`src/rtl/fetch_unit.sv`:
```
// Instruction fetch unit: a registered pc drives the instruction cache, a two-state
// SETTLE/WAIT sequencer captures returned words, and a small FIFO feeds decode.
module fetch_unit #(
  parameter logic [31:0] RESET_PC = 32'h0000_0000,
  parameter int          DEPTH    = 4
) (
  input  logic        clk,
  input  logic        rst,
  output logic [31:0] icache_address,
  input  logic [31:0] icache_instruction,
  input  logic        icache_valid,
  input  logic        redirect_valid,
  input  logic [31:0] redirect_pc,
  output logic        out_valid,
  input  logic        out_ready,
  output logic [31:0] out_instr,
  output logic [31:0] out_pc
);

  localparam int               PTR_W    = $clog2(DEPTH);
  localparam int               CNT_W    = PTR_W + 1;
  localparam logic [CNT_W-1:0] FULL_CNT = CNT_W'(DEPTH);
  localparam logic [31:0]      PC_RST   = {RESET_PC[31:2], 2'b00};

  typedef enum logic {
    SETTLE = 1'b0,
    WAIT   = 1'b1
  } state_t;

  state_t            r_state;
  state_t            w_state_nxt;
  logic [31:0]       r_pc;
  logic [31:0]       w_pc_nxt;
  logic              w_push;
  logic              w_pop;
  logic [PTR_W-1:0]  r_rd_ptr;
  logic [PTR_W-1:0]  r_wr_ptr;
  logic [CNT_W-1:0]  r_count;
  logic [31:0]       r_q_instr [DEPTH];
  logic [31:0]       r_q_pc    [DEPTH];
  logic              w_unused_bits;

  // Low address bits of a redirect target are architecturally meaningless.
  assign w_unused_bits = ^redirect_pc[1:0];

  assign w_pop = out_valid && out_ready;

  // Fullness is judged on the count held this cycle, so a pop never frees a slot early.
  always_comb begin
    w_state_nxt = r_state;
    w_pc_nxt    = r_pc;
    w_push      = 1'b0;
    if (redirect_valid) begin
      w_state_nxt = SETTLE;
      w_pc_nxt    = {redirect_pc[31:2], 2'b00};
    end else begin
      case (r_state)
        SETTLE: w_state_nxt = WAIT;
        WAIT: begin
          if (icache_valid && (r_count < FULL_CNT)) begin
            w_push      = 1'b1;
            w_pc_nxt    = r_pc + 32'd4;
            w_state_nxt = SETTLE;
          end
        end
      endcase
    end
  end

  always_ff @(posedge clk) begin
    if (rst) begin
      r_state <= SETTLE;
      r_pc    <= PC_RST;
    end else begin
      r_state <= w_state_nxt;
      r_pc    <= w_pc_nxt;
    end
  end

  // Queue bookkeeping; a redirect flushes even when a handshake completes in the same cycle.
  always_ff @(posedge clk) begin
    if (rst || redirect_valid) begin
      r_rd_ptr <= '0;
      r_wr_ptr <= '0;
      r_count  <= '0;
    end else begin
      if (w_push) begin
        r_wr_ptr <= r_wr_ptr + PTR_W'(1);
      end
      if (w_pop) begin
        r_rd_ptr <= r_rd_ptr + PTR_W'(1);
      end
      case ({w_push, w_pop})
        2'b10:   r_count <= r_count + CNT_W'(1);
        2'b01:   r_count <= r_count - CNT_W'(1);
        default: r_count <= r_count;
      endcase
    end
  end

  always_ff @(posedge clk) begin
    if (w_push) begin
      r_q_instr[r_wr_ptr] <= icache_instruction;
      r_q_pc[r_wr_ptr]    <= r_pc;
    end
  end

  assign icache_address = r_pc;
  assign out_valid      = (r_count != '0);
  assign out_instr      = r_q_instr[r_rd_ptr];
  assign out_pc         = r_q_pc[r_rd_ptr];

endmodule

```
`config.mk`:
```
export PLATFORM = sky130hd
export DESIGN_NAME = fetch_unit
export DESIGN_NICKNAME = d
export VERILOG_FILES = /design/src/rtl/fetch_unit.sv
export SDC_FILE = /design/constraint.sdc
export NUM_CORES = 1
export LEC_CHECK = 0
export BUFFER_PORTS_ARGS = -buffer_cell sky130_fd_sc_hd__buf_2
export CAP_MARGIN = 25
export CORE_ASPECT_RATIO = 1.1
export CORE_MARGIN = 5
export CORE_UTILIZATION = 35
export CTS_CLUSTER_DIAMETER = 120
export DETAILED_ROUTE_END_ITERATION = 10
export PLACE_DENSITY = 0.62
export SETUP_SLACK_MARGIN = 0.05
export SKIP_LAST_GASP = 1
export SYNTH_ARGS = -nofsm -noshare
export SYNTH_HDL_FRONTEND = slang
export SYNTH_SLANG_ARGS = --single-unit
```
`constraint.sdc`:
```
create_clock -name clk -period 3.84 [get_ports clk]
set_input_delay 0.384 -clock clk [delete_from_list [all_inputs] [get_ports clk]]
set_output_delay 0.384 -clock clk [all_outputs]
set_load 0.02 [all_outputs]
```
==> results of run 1 <==
-- cell families after synthesis --
family                   Yosys count  share of synthesized area
flip-flops                       288                      0.728
AND/OR/NAND/NOR                  136                     0.0696
multiplexers                      64                      0.125
AO/OA/AOI/OAI                     54                     0.0353
buffers and inverters             51                     0.0221
XOR/XNOR                          15                     0.0116
adder cells (fa/ha/maj)            7                    0.00839
other                              1                   0.000331
-- power by group through the flow --
| stage | logic [mW] | registers [mW] | clock network, mW |
|---|---|---|---|
| final | 0.241 | 3.50 | 2.94 |
| after global routing | 0.264 | 3.50 | 3.15 |
| after CTS | 0.246 | 3.50 | 3.03 |
| after detailed placement | 0.245 | 3.57 | 0 |
| after global placement | 0.241 | 3.56 | 0 |
| after floorplan | 0.111 | 3.57 | 0 |
-- cell type report --
class                      instances  share of cell area
sequential                       288               0.605
multi-input combinational        280               0.209
timing repair buffer             168              0.0670
clock buffer                      38              0.0596
tap                              426              0.0391
clock inverter                    18              0.0150
inverter                          15             0.00413
antenna                            2            0.000367
-- stage by stage --
| step | instance area, µm² | setup WS, ns |
|---|---|---|
| floorplan | 11300 | 1.02 |
| global placement | 12600 | 1.32 |
| detailed placement | 12600 | 1.32 |
| CTS | 13600 | 0.921 |
| global route | 13600 | 0.848 |
| finish | 13600 | 1.06 |
-- layer usage --
metal  track usage  routed length (µm)  vias up
met1         0.177               10600     3110
met2         0.233               12500      194
met3        0.0256                1280       43
met5             0                   0        -
li1              -                   -     2835
met4        0.0512                 754        0
-- final timing paths --
kind                                       startpoint                 end  slack, ns  cells past startpoint
worst max-delay path                         register          out_pc[27]       1.06                      3
worst min-delay path            icache_instruction[0]     r_q_instr[2][0]       0.06                      1
worst min register to register            r_rd_ptr[0]            register       0.54                      2
worst max register to register     icache_address[16]  icache_address[26]       1.38                      4
-- flip-flops by register name (all words and copies together) (netlist names), named ones only --
signal,count
icache_address,30
r_count,3
r_q_instr,128
r_q_pc,120
r_rd_ptr,2
r_state,1
r_wr_ptr,2
-- cells in the final DEF, fill, tap and decap left out, types with 4 or more instances in the layout --
cell type and count:
a21oi_1 6, conb_1 4, mux4_2 62, nand2_1 15
o31ai_1 8, or4_1 10, and4_1 6, nor2_1 36
buf_2 159, and2_4 4, edfxtp_1 248, dfxtp_1 38
xor2_1 12, clkinv_2 7, o31a_1 4, a311oi_1 12
buf_12 4, bufinv_16 4, nand3_1 18, nand4_1 7
buf_4 5, clkbuf_16 31, inv_1 14, or3_1 8
a211oi_1 11, ha_1 6, nor4_1 4, clkbuf_1 6
and3_1 4, o21ai_0 7
==> impl_metrics.env, run 1 <==
export IMPL_syn_area_um2=11300
export IMPL_first_global_vias=6603
export IMPL_root_buffer="clkbuf_16"
export IMPL_fmax_mhz=360
export IMPL_syn2layout_area_growth_pct=20.3
export IMPL_hold_worst_slack_ns=0.0566
export IMPL_synth_edf_count=248
export IMPL_ys_types=53
export IMPL_overflow=0
export IMPL_dieArea_um2=36100
export IMPL_leakage_nw=4.59
export IMPL_p_sw_mw=1.38
export IMPL_switching_share=0.207
export IMPL_fill_cells=2916
export IMPL_synthFlopType="edfxtp_1"
export IMPL_cp_top_family="flip-flops"
export IMPL_regArea_um2=8260
export IMPL_crit_buf_inv=2
export IMPL_crit_fanout=24
export IMPL_startpoint_type="register"
export IMPL_cp_slowest_stage_delay_ns=0.70
export IMPL_p_per_area_nw_per_um2=490
export IMPL_worstPathArrival_ns=2.40
export IMPL_cts_tree="yes"
export IMPL_setup_violations_final=0
export IMPL_die_w_um=182
export IMPL_seq_area_frac_synth=0.728
export IMPL_max_vdd_ir_drop_v=0.000304
export IMPL_postCtsSetupRepairBufs=0
export IMPL_syn_inst=616
export IMPL_p_comb_frac=0.036
export IMPL_grt_pass1_wl_um=38700
export IMPL_seqPwrFrac=0.524
export IMPL_yosysTopAreaCell="edfxtp_1"
export IMPL_dr_total_vias=6182
export IMPL_required_ns=3.46
export IMPL_p_clk_frac=0.440
export IMPL_rows=69
export IMPL_synth_seq_cells=288
export IMPL_finalHoldViolCount=0
export IMPL_coreArea_um2=32100
export IMPL_portBuffers=159
export IMPL_final_cell_count_no_fill=1235
export IMPL_rsz0062_at_grt="false"
export IMPL_io_pins=166
export IMPL_slew_viol_final=0
export IMPL_place_congestion=0.765
export IMPL_criticalPathCategory="register to output port"
export IMPL_yosysWarnings=0
export IMPL_postSynthAreaPerCell_um2=18.4
export IMPL_numClockSinks=288
export IMPL_ant_nets=0
export IMPL_utilization=0.425
export IMPL_fin_crit_sh=0.724
export IMPL_drcViolationCount=0
export IMPL_fin_total_pwr_mw=6.68
export IMPL_synthTopCellsByArea="edfxtp_1, mux4_2, dfxtp_1"
export IMPL_first_pass_iters=5
export IMPL_clockBufferDepth=3
export IMPL_antenna_found_initial=2
export IMPL_fin_crit_ns=2.78
export IMPL_placed_cells=1177
export IMPL_netlist_top_cells_count="edfxtp_1, mux4_2, dfxtp_1"
export IMPL_clk_latency_ns=0.55
export IMPL_h_tree_depth=1
export IMPL_clk_pin_slew_ns=0.06
export IMPL_multi_input_area_um2=2860
export IMPL_crit_chain="buf_4, mux4_2, buf_2"
export IMPL_die_y_um=199
export IMPL_slew_headroom=0.304
export IMPL_tns_ns=0
export IMPL_place_hpwl_um=15900
export IMPL_drt_wl_total_um=25100
export IMPL_outcome="finished, final reports clean"
export IMPL_viasPerCell=5.01
export IMPL_worstMarginPinSlew_ns=1.03
export IMPL_synth_top_area_frac=0.657
export IMPL_internal_power_mw=5.29
export IMPL_numCtsBuffers=30
export IMPL_critPathCaptureType="output port"
export IMPL_postCtsHoldBufs=0
export IMPL_grt_usage=0.137
export IMPL_holdCritPathClass="input port to register"
export IMPL_cp_slowest_cell="dfxtp_4"
export IMPL_final_nets=859
export IMPL_yosysMostFrequentCell="edfxtp_1"
export IMPL_grt_max_degree=63
export IMPL_max_cap_violations=0
export IMPL_drt_iter0_drc=395
export IMPL_initial_core_util=0.353
export IMPL_fin_skew_ns=0.00952
export IMPL_async_flop_share=0
export IMPL_cts_resized=0
export IMPL_final_layout_size_suffix_gt1_frac=0.364
export IMPL_wl_per_cell_um=20.4
Power figures use the tool's default switching activity.
==> run 2, diff against run 1 <==
- PLACE_DENSITY: 0.62 -> 0.64
- clock period: 3.84 -> 2.45 ns (I/O delays scaled with it)
==> run 2 against run 1 <==
  * Sequential share of layout area shrank 2.8 points
  * Clock power rose by 39%
  * Die area unchanged
  * Sequential power rose by 55%
  * Utilization rose by 2.1 points
  * Sequential cell count unchanged
  * Critical path depth unchanged
  * Non-clock buffer count is 77 higher
  * Largest cell class unchanged
  * Highest routed layer unchanged
==> impl_metrics.env, run 2 (same netlist as run 1, synthesis figures left out) <==
export IMPL_numClockSinks=288
export IMPL_die_y_um=199
export IMPL_r2r_start="icache_address[18]"
export IMPL_outcome="finished, final reports clean"
export IMPL_grt_pass1_wl_um=39400
export IMPL_viasPerCell=4.97
export IMPL_critPathCaptureType="output port"
export IMPL_h_tree_depth=1
export IMPL_final_cell_count_no_fill=1305
export IMPL_antenna_found_initial=0
export IMPL_required_ns=2.20
export IMPL_clk_latency_ns=0.55
export IMPL_criticalPathCategory="register to output port"
export IMPL_finalInstanceArea_um2=14300
export IMPL_first_global_vias=6817
export IMPL_place_hpwl_um=16500
export IMPL_fmax_mhz=450
export IMPL_fin_crit_sh=0.907
export IMPL_cts_tree="yes"
export IMPL_io_pins=166
export IMPL_holdCritPathClass="input port to register"
export IMPL_final_cell_mix="edfxtp_1, buf_2, mux4_2, dlygate4sd3_1, dfxtp_1"
export IMPL_root_buffer="clkbuf_16"
export IMPL_layout_commonest_cell="edfxtp_1"
export IMPL_final_nets=935
export IMPL_finalHoldViolCount=0
export IMPL_leakage_nw=4.89
export IMPL_top_register="r_q_instr"
export IMPL_rows=69
export IMPL_setup_violations_final=0
export IMPL_final_layout_size_suffix_gt1_frac=0.353
export IMPL_drcViolationCount=0
export IMPL_first_pass_iters=4
export IMPL_worstPathArrival_ns=1.98
export IMPL_max_cap_violations=0
export IMPL_grt_usage=0.140
export IMPL_tns_ns=0
export IMPL_crit_fanout=31
export IMPL_clk_pin_slew_ns=0.06
export IMPL_placed_cell_area_um2=12900
export IMPL_worstMarginPinSlew_ns=0.768
export IMPL_overflow=0
export IMPL_fin_skew_ns=0.0132
export IMPL_crit_buf_inv=2
export IMPL_syn2layout_area_growth_pct=26.2
export IMPL_hold_path_startpoint="redirect_pc[12]"
export IMPL_antenna_cells=0
export IMPL_place_congestion=0.782
export IMPL_crit_chain="buf_16, mux4_2, buf_2"
export IMPL_grt_max_degree=63
export IMPL_initial_core_util=0.353
export IMPL_wl_per_cell_um=19.5
export IMPL_largest_reg_flops=128
export IMPL_cp_slowest_stage_delay_ns=0.57
export IMPL_dieArea_um2=36100
export IMPL_slew_viol_final=0
export IMPL_fin_crit_ns=2.22
export IMPL_cp_top_family="multiplexers"
export IMPL_drt_iter0_drc=325
export IMPL_drt_wl_total_um=25500
export IMPL_numCtsBuffers=29
export IMPL_startpoint_type="register"
export IMPL_slew_headroom=0.488
export IMPL_p_per_area_nw_per_um2=703
export IMPL_die_w_um=182
export IMPL_rsz0062_at_grt="false"
export IMPL_max_vdd_ir_drop_v=0.000482
export IMPL_coreArea_um2=32100
export IMPL_portBuffers=159
export IMPL_dr_total_vias=6482
export IMPL_fin_total_pwr_mw=10.1
export IMPL_placed_cells=1199
export IMPL_clockBufferDepth=3
export IMPL_cp_slowest_cell="mux4_2"
export IMPL_ant_nets=0
==> run 2: final timing paths <==
check | to | slack (ns) | depth (start not counted)
worst min-delay path | icache_address[12] | 0.04 | 3
worst max-delay path | out_pc[14] | 0.23 | 3
worst min register to register | r_rd_ptr[1] | 0.54 | 2
worst max register to register | icache_address[31] | 0.28 | 4
==> run 2: power breakdown <==
group	internal [mW]	switching, mW
combinational	0.224	0.294
sequential	5.39	0.0592
clock	2.33	1.76
total	7.94	2.12
==> run 2: repair_timing <==
| item | CTS | global route |
|---|---|---|
| hold buffers | 54 | 0 |
| endpoints found under the setup margin | 31 | 0 |
| gates resized for setup | 1 | 0 |
| buffers inserted | 1 | 0 |
| endpoints found under the hold margin | 149 | 0 |
==> run 2: area by class of cell <==
cell class,instances,area (µm²)
inverters,15,56.3
flip-flops and latches,288,8260
clock buffers,37,776
repair buffers,245,1720
well taps,426,533
clock inverters,14,100
fillers,2873,17800
multi-input cells,280,2860
==> run 2: routing by layer <==
| metal | up-vias | part of all wire | global-route usage | routed length [µm] |
|---|---|---|---|---|
| met5 | - | 0 | 0 | 0 |
| met2 | 181 | 0.49 | 0.235 | 12500 |
| met4 | 0 | 0.020 | 0.0389 | 517 |
| met1 | 3276 | 0.43 | 0.183 | 10900 |
| li1 | 2989 | - | - | - |
| met3 | 36 | 0.064 | 0.0327 | 1640 |
==> run 2: worst reg2reg max path: stages, from the launching register on <==
cell and delay, ns:
dfxtp_1 0.47, nand4_1 0.22, or4_1 0.66, or4_1 0.55, and3_1 0.15
==> run 2: per-stage QoR <==
step	setup slack, ns	util	hold WS, ns
floorplan	0.283	-	0.344
global placement	0.329	0.401	0.461
detailed placement	0.309	0.401	0.462
CTS	0.172	0.445	0.000473
global route	0.128	0.445	0.0169
finish	0.228	0.445	0.0418
